$ cat config.mk
export PLATFORM = sky130hd
export DESIGN_NAME = btb_ctrl
export DESIGN_NICKNAME = d
export VERILOG_FILES = /design/src/rtl/btb_pkg.sv /design/src/rtl/btb_sat_ctr.sv /design/src/rtl/btb_ctrl.sv
export SDC_FILE = /design/constraint.sdc
export NUM_CORES = 1
export LEC_CHECK = 0
export CAP_MARGIN = 30
export CORE_UTILIZATION = 50
export DETAILED_ROUTE_END_ITERATION = 10
export HOLD_SLACK_MARGIN = 0.1
export PLACE_DENSITY_LB_ADDON = 0.1
export SLEW_MARGIN = 40
export SYNTH_ARGS = -nofsm -noshare
export SYNTH_HDL_FRONTEND = slang
export SYNTH_HIERARCHICAL = 1
export SYNTH_SLANG_ARGS = --single-unit
$ cat constraint.sdc
create_clock -name clk -period 7.1 [get_ports clk]
set_clock_uncertainty 0.2 [all_clocks]
set_input_delay 1.065 -clock clk [delete_from_list [all_inputs] [get_ports clk]]
set_output_delay 1.065 -clock clk [all_outputs]
set_load 0.1 [all_outputs]
$ cat src/rtl/btb_pkg.sv
// Shared constants and types for the branch target buffer controller.
package btb_pkg;

  localparam int DEF_ENTRIES = 16;
  localparam int DEF_IDX_W   = $clog2(DEF_ENTRIES);
  localparam int DEF_ADDR_W  = 16;

  // Flush sweeper states
  typedef enum logic {
    IDLE  = 1'b0,
    SWEEP = 1'b1
  } fsm_e;

  // Counter value after reset (weakly not-taken) and on allocation (weakly taken)
  localparam logic [1:0] CTR_INIT  = 2'b01;
  localparam logic [1:0] CTR_ALLOC = 2'b10;

endpackage

$ cat src/rtl/btb_sat_ctr.sv
// 2-bit saturating direction counter: next value from current value and outcome.
module btb_sat_ctr (
  input  logic [1:0] ctr,
  input  logic       taken,
  output logic [1:0] ctr_nxt
);

  // Step up on taken, down on not-taken, pinned at the rails
  always_comb begin
    ctr_nxt = ctr;
    if (taken) begin
      if (ctr != 2'b11) ctr_nxt = ctr + 2'b01;
    end else begin
      if (ctr != 2'b00) ctr_nxt = ctr - 2'b01;
    end
  end

endmodule

$ cat src/rtl/btb_ctrl.sv
// Direct-mapped BTB with zero-latency lookup, EX-stage update and a
// one-entry-per-cycle flush sweeper.
module btb_ctrl
  import btb_pkg::*;
#(
  parameter int ENTRIES = DEF_ENTRIES,
  parameter int ADDR_W  = DEF_ADDR_W
) (
  input  logic              clk,
  input  logic              rst,
  input  logic [ADDR_W-1:0] pc_IF,
  output logic              btb_hit_IF,
  output logic [ADDR_W-1:0] btb_tgt_IF,
  input  logic              upd_vld_EX,
  input  logic [ADDR_W-1:0] upd_pc_EX,
  input  logic [ADDR_W-1:0] upd_tgt_EX,
  input  logic              upd_taken_EX,
  input  logic              flush_req,
  output logic              flush_busy
);

  localparam int IDX_W = $clog2(ENTRIES);
  localparam int TAG_W = ADDR_W - IDX_W;
  localparam logic [IDX_W-1:0] IDX_ONE  = IDX_W'(1);
  localparam logic [IDX_W-1:0] IDX_LAST = IDX_W'(ENTRIES - 1);

  // Table fields
  logic [ENTRIES-1:0]            valid_q;
  logic [ENTRIES-1:0][1:0]       ctr_q;
  logic [ENTRIES-1:0][TAG_W-1:0] tag_q;
  logic [ENTRIES-1:0][ADDR_W-1:0] tgt_q;

  // Sweeper state
  fsm_e             state_q;
  logic [IDX_W-1:0] sweep_idx_q;
  logic             busy_q;

  // Lookup side
  logic [IDX_W-1:0] if_idx;
  logic [TAG_W-1:0] if_tag;
  logic             if_hit;

  assign if_idx = pc_IF[IDX_W-1:0];
  assign if_tag = pc_IF[ADDR_W-1:IDX_W];
  // Sweep hides the table entirely; partially cleared entries must not leak
  assign if_hit = valid_q[if_idx] & (tag_q[if_idx] == if_tag) & ctr_q[if_idx][1] & ~busy_q;

  assign btb_hit_IF = if_hit;
  assign btb_tgt_IF = if_hit ? tgt_q[if_idx] : '0;
  assign flush_busy = busy_q;

  // Update side
  logic [IDX_W-1:0] upd_idx;
  logic [TAG_W-1:0] upd_tag;
  logic             upd_match;
  logic             upd_en;
  logic [1:0]       ctr_nxt;

  assign upd_idx   = upd_pc_EX[IDX_W-1:0];
  assign upd_tag   = upd_pc_EX[ADDR_W-1:IDX_W];
  assign upd_match = valid_q[upd_idx] & (tag_q[upd_idx] == upd_tag);
  // A flush request in the same cycle takes priority and drops the update
  assign upd_en    = upd_vld_EX & (state_q == IDLE) & ~flush_req;

  btb_sat_ctr u_sat_ctr (
    .ctr     (ctr_q[upd_idx]),
    .taken   (upd_taken_EX),
    .ctr_nxt (ctr_nxt)
  );

  // Sweeper FSM: walk every index once, busy flag registered alongside state
  always_ff @(posedge clk or posedge rst) begin
    if (rst) begin
      state_q     <= IDLE;
      sweep_idx_q <= '0;
      busy_q      <= 1'b0;
    end else begin
      case (state_q)
        IDLE: begin
          if (flush_req) begin
            state_q     <= SWEEP;
            sweep_idx_q <= '0;
            busy_q      <= 1'b1;
          end
        end
        SWEEP: begin
          if (sweep_idx_q == IDX_LAST) begin
            state_q     <= IDLE;
            sweep_idx_q <= '0;
            busy_q      <= 1'b0;
          end else begin
            sweep_idx_q <= sweep_idx_q + IDX_ONE;
          end
        end
        default: begin
          state_q     <= IDLE;
          sweep_idx_q <= '0;
          busy_q      <= 1'b0;
        end
      endcase
    end
  end

  // Valid bits and counters: sweep clears, updates train or allocate
  always_ff @(posedge clk or posedge rst) begin
    if (rst) begin
      valid_q <= '0;
      for (int i = 0; i < ENTRIES; i++) ctr_q[i] <= CTR_INIT;
    end else if (state_q == SWEEP) begin
      valid_q[sweep_idx_q] <= 1'b0;
    end else if (upd_en) begin
      if (upd_match) begin
        ctr_q[upd_idx] <= ctr_nxt;
      end else if (upd_taken_EX) begin
        valid_q[upd_idx] <= 1'b1;
        ctr_q[upd_idx]   <= CTR_ALLOC;
      end
    end
  end

  // Tag/target payload: only meaningful under a valid bit, so no reset
  always_ff @(posedge clk) begin
    if (upd_en && upd_taken_EX) begin
      tag_q[upd_idx] <= upd_tag;
      tgt_q[upd_idx] <= upd_tgt_EX;
    end
  end

endmodule

**Word level (Yosys, flattened, before mapping)**

Index checks and enable logic that the tools add are counted.

- Register bits after elaboration: 502
- Bits of input ports: 53

- Add/sub/neg operators: 3
- Mux-type cells: 46
- Order comparisons: 5
- Bitwise operators: 15
- Reductions and logical operators: 10
- Eq/ne operators: 7

Operators by type and width:

| kind | number |
|---|---|
| 256-bit bitwise mux | 1 |
| 192-bit bitwise mux | 1 |
| 16-bit 2-to-1 mux | 7 |
| 12-bit binary-select mux with 4-bit select | 2 |
| 16-bit binary-select mux with 4-bit select | 1 |
| 16-bit demux with 4-bit select | 1 |
| 32-bit 2-to-1 mux | 2 |
| 12-bit demux with 4-bit select | 1 |
| 12-bit 2-to-1 mux | 3 |
| 16-bit AND | 2 |
| 32-bit bitwise mux | 1 |
| 16-bit inverter | 2 |
| 16-bit bitwise OR | 2 |
| 12-bit equality test | 2 |
| 2-bit binary-select mux with 4-bit select | 2 |
| 4-bit by 5-bit < comparator with 1-bit output, second input constant | 3 |
| 2-bit 2-to-1 mux | 6 |
| 1-bit binary-select mux with 4-bit select | 2 |
| 1-bit demux with 4-bit select | 2 |
| 2-bit demux with 4-bit select | 1 |
| 4-bit by 1-bit greater-or-equal comparator with 1-bit output, second input constant | 2 |
| 1-bit 2-to-1 mux | 8 |
| 4-bit 2-to-1 mux | 2 |
| 4-bit case mux with 2 select lines | 1 |
| 13 further kinds | 29 |

**Longest topological paths before layout**

- Word-level depth: 9
- Gate-level depth with buffers: 13
- Gate-level depth less buffers: 8

**Cells and area by module**

Netlist, hierarchy kept.

Modules (own cells, without submodules):

| module | cells an instance | sequential area each (µm²) | times used | area an instance (µm²) |
|---|---|---|---|---|
| btb_ctrl | 1163 | 14824.2 | 1 | 22037.4 |
| btb_sat_ctr | 3 | 0.0 | 1 | 26.3 |

**Worst setup path after synthesis**

Ideal clock, no wire load.

- Path type: input-to-output
- From: input port pc_IF[0]
- To: output port btb_tgt_IF[10]
- Path slack: 1173 ps
- Buffers on the path: 3
- Data required time: 5835 ps
- Stages: 9
- Data arrival time: 4662 ps
- Cell sequence: buf_4 > buf_2 > mux4_2 > mux4_2 > xor2_1 > nor4_1 > nand3_1 > buf_4 > nor2b_1

- Longest elaborated chain between the ends: 7
- Elaborated cells on any way between the ends: 13

Ends and longest elaborated chain:

| element | RTL line | source |
|---|---|---|
| start: declaration | btb_ctrl.sv:11 | `input logic [ADDR_W-1:0] pc_IF,` |
| 12-bit binary-select mux with 4-bit select | btb_ctrl.sv:46 | `assign if_hit = valid_q[if_idx] & (tag_q[if_idx] == if_tag) & ctr_q[if_idx][1] & ~busy_q;` |
| 12-bit 2-to-1 mux (implied by the code) | btb_ctrl.sv:46 |  |
| 12-bit equality test | btb_ctrl.sv:46 |  |
| 1-bit AND (3 in a row) | btb_ctrl.sv:46 |  |
| 16-bit 2-to-1 mux (*) | btb_ctrl.sv:49 | `assign btb_tgt_IF = if_hit ? tgt_q[if_idx] : '0;` |
| end: declaration | btb_ctrl.sv:13 | `output logic [ADDR_W-1:0] btb_tgt_IF,` |

Every way passes the cells marked *; elsewhere a longest branch is shown, timed or not. The select of a mux whose other input is x is not followed.

**Worst setup path after layout**

- From: input port pc_IF[0]
- To: output port btb_tgt_IF[13]

The elaborated chain is that of the path after synthesis.

==> flow_results.xml <==
<?xml version="1.0" encoding="UTF-8"?>
<metrics>
  <group name="clock_network">
    <metric name="cts_tree" unit="">yes</metric>
    <metric name="numCtsBuffers" unit="">52</metric>
    <metric name="cts-htree-levels" unit="">2</metric>
    <metric name="clock-sinks" unit="">502</metric>
    <metric name="postCtsResizedCells" unit="">0</metric>
    <metric name="clock-root-buffer" unit="">sky130_fd_sc_hd__clkbuf_16</metric>
    <metric name="postCtsSetupBuffers" unit="">0</metric>
    <metric name="clk_pin_slew" unit="ps">60</metric>
    <metric name="worst_skew_pair.late_latency" unit="ps">610</metric>
    <metric name="cts_max_path_buffers" unit="">3</metric>
    <metric name="quantity_of_hold_fixing_buffers_added_after_cts" unit="">0</metric>
  </group>
  <group name="yosys">
    <metric name="post_synth_instance_area" unit="µm²">22100</metric>
    <metric name="mappedNetlistNets" unit="">1223</metric>
    <metric name="synth_async_reset_ratio" unit="">0.108</metric>
    <metric name="yosys-top-cells-area" unit="">sky130_fd_sc_hd__edfxtp_1 (61%), sky130_fd_sc_hd__mux4_2 (20%), sky130_fd_sc_hd__dfrtp_1 (4.3%), sky130_fd_sc_hd__dfstp_2 (1.9%), sky130_fd_sc_hd__mux2i_1 (1.2%)</metric>
    <metric name="post-synth-top-area-cell" unit="">sky130_fd_sc_hd__edfxtp_1</metric>
    <metric name="top_ff_cell_synth" unit="">sky130_fd_sc_hd__edfxtp_1</metric>
    <metric name="yosysUniqueCellTypes" unit="">58</metric>
    <metric name="seq_area_frac_synth" unit="">0.672</metric>
    <metric name="synthesis.area_per_instance" unit="µm²">18.9</metric>
    <metric name="synth-seq-cells" unit="">502</metric>
    <metric name="synth-edff-count" unit="">448</metric>
    <metric name="syn-instance-count" unit="">1166</metric>
    <metric name="synthDominantCellAreaShare" unit="">0.610</metric>
    <metric name="synth_warn" unit="">6</metric>
  </group>
  <group name="sta">
    <metric name="hold_viol_final" unit="">0</metric>
    <metric name="finalSetupViolations" unit="">0</metric>
    <metric name="min_period_over_period" unit="">0.829</metric>
    <metric name="setup_total_negative_slack" unit="ps">0</metric>
    <metric name="final_period_minus_worst_setup_slack" unit="ps">5890</metric>
    <metric name="slew-limit-headroom" unit="">0.445</metric>
    <metric name="max_freq" unit="MHz">170</metric>
    <metric name="max_slew.worst_pin.slew" unit="ps">833</metric>
    <metric name="rsz_0062_raised_after_global_routing" unit="">no</metric>
    <metric name="final_max_slew_viol_count" unit="">0</metric>
  </group>
  <group name="cells_and_area">
    <metric name="area_of_the_multi_input_gates" unit="µm²">6920</metric>
    <metric name="design.final.nets" unit="">1320</metric>
    <metric name="final_common_cell" unit="">sky130_fd_sc_hd__edfxtp_1</metric>
    <metric name="regArea" unit="µm²">14800</metric>
    <metric name="commonest_non_fill_non_tap_cells_in_the_layout" unit="">sky130_fd_sc_hd__edfxtp_1 (448), sky130_fd_sc_hd__mux4_2 (192), sky130_fd_sc_hd__nand2_1 (54), sky130_fd_sc_hd__clkbuf_16 (52), sky130_fd_sc_hd__clkdlybuf4s50_1 (45)</metric>
    <metric name="fillers" unit="">3178</metric>
    <metric name="area_growth_from_synthesis_to_final_layout" unit="%">15.7</metric>
    <metric name="antenna-diode-count" unit="">0</metric>
    <metric name="final_layout_size_suffix_gt1_frac" unit="">0.300</metric>
  </group>
  <group name="route">
    <metric name="detailedRoute.firstPassIterationCount" unit="">5</metric>
    <metric name="routed_via_density" unit="">6.36</metric>
    <metric name="drc" unit="">0</metric>
    <metric name="first_iter_violations" unit="">1189</metric>
    <metric name="route.antenna.remaining_nets" unit="">0</metric>
    <metric name="vias" unit="">12000</metric>
    <metric name="totalWireLength" unit="µm">55800</metric>
    <metric name="wl_per_cell" unit="µm">29.5</metric>
  </group>
  <group name="status">
    <metric name="outcome" unit="">complete, no violations</metric>
  </group>
  <group name="global_route">
    <metric name="via_count_of_the_first_global_routing_pass" unit="">12300</metric>
    <metric name="gr-usage-met2" unit="">0.412</metric>
    <metric name="pin_count_of_the_biggest_net_entering_global_routing" unit="">56</metric>
    <metric name="globalRouteMet1Util" unit="">0.370</metric>
    <metric name="grt_most_used_layer" unit="">met2</metric>
    <metric name="grt_overall_usage" unit="">0.259</metric>
    <metric name="grt.met3_usage" unit="">0.0418</metric>
    <metric name="antenna_violations_before_repair" unit="">0</metric>
    <metric name="grt_pass1_wl" unit="µm">83000</metric>
    <metric name="globalRouteOverflowTotal" unit="">0</metric>
  </group>
  <group name="job">
    <metric name="cap_viol_max_count" unit="">0</metric>
  </group>
  <group name="power">
    <metric name="static-leakage-power" unit="µW">0.00817</metric>
    <metric name="total_power" unit="µW">6620</metric>
    <metric name="pwr_density" unit="nW/µm²">259</metric>
    <metric name="peak_supply_drop" unit="mV">0.185</metric>
  </group>
  <group name="floorplanning">
    <metric name="io-pin-count" unit="">71</metric>
    <metric name="initial_core_util" unit="">0.510</metric>
    <metric name="design.die.area" unit="µm²">45000</metric>
    <metric name="num_rows" unit="">76</metric>
    <metric name="core_area" unit="µm²">43300</metric>
    <metric name="die-width" unit="µm">212</metric>
    <metric name="dieHeight" unit="µm">212</metric>
  </group>
  <group name="placement">
    <metric name="detailedPlacementHpwl" unit="µm">33900</metric>
    <metric name="gp_routability_congestion" unit="">0.850</metric>
    <metric name="io_buffers" unit="">70</metric>
  </group>
  <group name="critical_path">
    <metric name="worstPathCellList" unit="">clkbuf_8 -&gt; buf_4 -&gt; mux4_2 -&gt; mux4_2 -&gt; xor2_1 -&gt; nor4_1 -&gt; nand3_1 -&gt; buf_4 -&gt; nor2b_1 -&gt; buf_12</metric>
    <metric name="req_time_crit_path" unit="ps">5830</metric>
    <metric name="critPathMaxFanout" unit="">54</metric>
    <metric name="worst_setup_path_end_kind" unit="">output pin</metric>
    <metric name="timing.critical_path.from_type" unit="">primary input</metric>
    <metric name="worst_path_largest_cell_delay" unit="ps">560</metric>
    <metric name="crit_arrival" unit="ps">4620</metric>
    <metric name="timing.critical_path.buf_inv" unit="">4</metric>
    <metric name="cp_top_family" unit="">buffers and inverters</metric>
    <metric name="timing.setup.critical_path_class" unit="">primary input to output pin</metric>
    <metric name="crit_path_top_delay_cell" unit="">sky130_fd_sc_hd__buf_4</metric>
  </group>
  <group name="min_path">
    <metric name="min_path_type" unit="">register to register</metric>
  </group>
</metrics>
## layer usage
layer | wire [µm] | part of all wire | vias to the layer above
li1 | - | - | 5040
met4 | 1540 | 0.028 | 0
met5 | 0 | 0 | -
met3 | 3770 | 0.068 | 95
met1 | 23300 | 0.42 | 6414
met2 | 27200 | 0.49 | 472
## synthesized netlist by cell type, types with 16 or more instances
cell type                     n
sky130_fd_sc_hd__dfstp_2     16
sky130_fd_sc_hd__nor2b_1     17
sky130_fd_sc_hd__o21ai_0     36
sky130_fd_sc_hd__dfrtp_1     38
sky130_fd_sc_hd__mux2i_1     26
sky130_fd_sc_hd__buf_2       26
sky130_fd_sc_hd__a21oi_1     24
sky130_fd_sc_hd__edfxtp_1   448
sky130_fd_sc_hd__nand2_1     54
sky130_fd_sc_hd__nor2_1      44
sky130_fd_sc_hd__mux4_2     192
sky130_fd_sc_hd__clkbuf_1    24
sky130_fd_sc_hd__a31oi_1     22
sky130_fd_sc_hd__o2bb2ai_1   18
## power breakdown
| group | internal [µW] | switching (µW) | total [µW] |
|---|---|---|---|
| Sequential | 3280 | 66.9 | 3350 |
| Combinational | 251 | 338 | 589 |
| Clock | 1530 | 1150 | 2680 |
| Total | 5060 | 1560 | 6620 |
## state kept, by name, indices dropped and copies added (netlist names)
signal and count:
flush_busy 1, sweep_idx_q 4, tgt_q 256, state_q 1, tag_q 192, valid_q 16
ctr_q 32
## logic make-up (layout without fill, tap and decap cells)
family | Yosys count | after routing | synth area share
adders and majority gates | 6 | 6 | 0.00329
muxes | 229 | 229 | 0.213
DFF | 502 | 502 | 0.672
xor gates and xnor gates | 29 | 29 | 0.0115
AOI/OAI and AO/OA | 145 | 145 | 0.0432
and+or+nand+nor | 165 | 165 | 0.0362
buffers and inverters | 90 | 228 | 0.0205
## final timing paths
kind | cells past startpoint | slack (ps) | to | start
setup reg to reg | 8 | 3530 | ctr_q[1] | tag_q[49]
hold reg to reg | 1 | 280 | ctr_q[6] | ctr_q[6]
hold / removal | 1 | 280 | ctr_q[6] | ctr_q[6]
min in group asynchronous | 3 | 760 | sweep_idx_q[0] | rst
setup / recovery | 10 | 1210 | btb_tgt_IF[13] | pc_IF[0]
max in group asynchronous | 3 | 5460 | ctr_q[17] | rst
## worst register-to-register path, delay by kind of cell (launching register included)
family	cells	cell delay, ps
compound gates	3	680
mux	1	490
flops	1	440
simple gates	4	1620
## cell type report
class | instances | area share
timing repair buffer | 116 | 0.0521
tap | 585 | 0.0287
clock inverter | 35 | 0.0129
sequential | 502 | 0.581
multi-input combinational | 574 | 0.271
clock buffer | 60 | 0.0521
inverter | 17 | 0.00250
## metrics by stage
step | hold slack [ps] | cells | cell area [µm²] | utilization | setup WS [ps]
after global routing | 290 | 1889 | 25500 | 0.590 | 918
after global placement | 268 | 1786 | 23700 | 0.547 | 1130
final | 282 | 1889 | 25500 | 0.590 | 1210
after floorplan | 260 | 1166 | 22100 | - | 1170
after CTS | 282 | 1888 | 25500 | 0.589 | 1110
after detailed placement | 274 | 1793 | 23800 | 0.551 | 1120
Power figures use the tool's default switching activity.
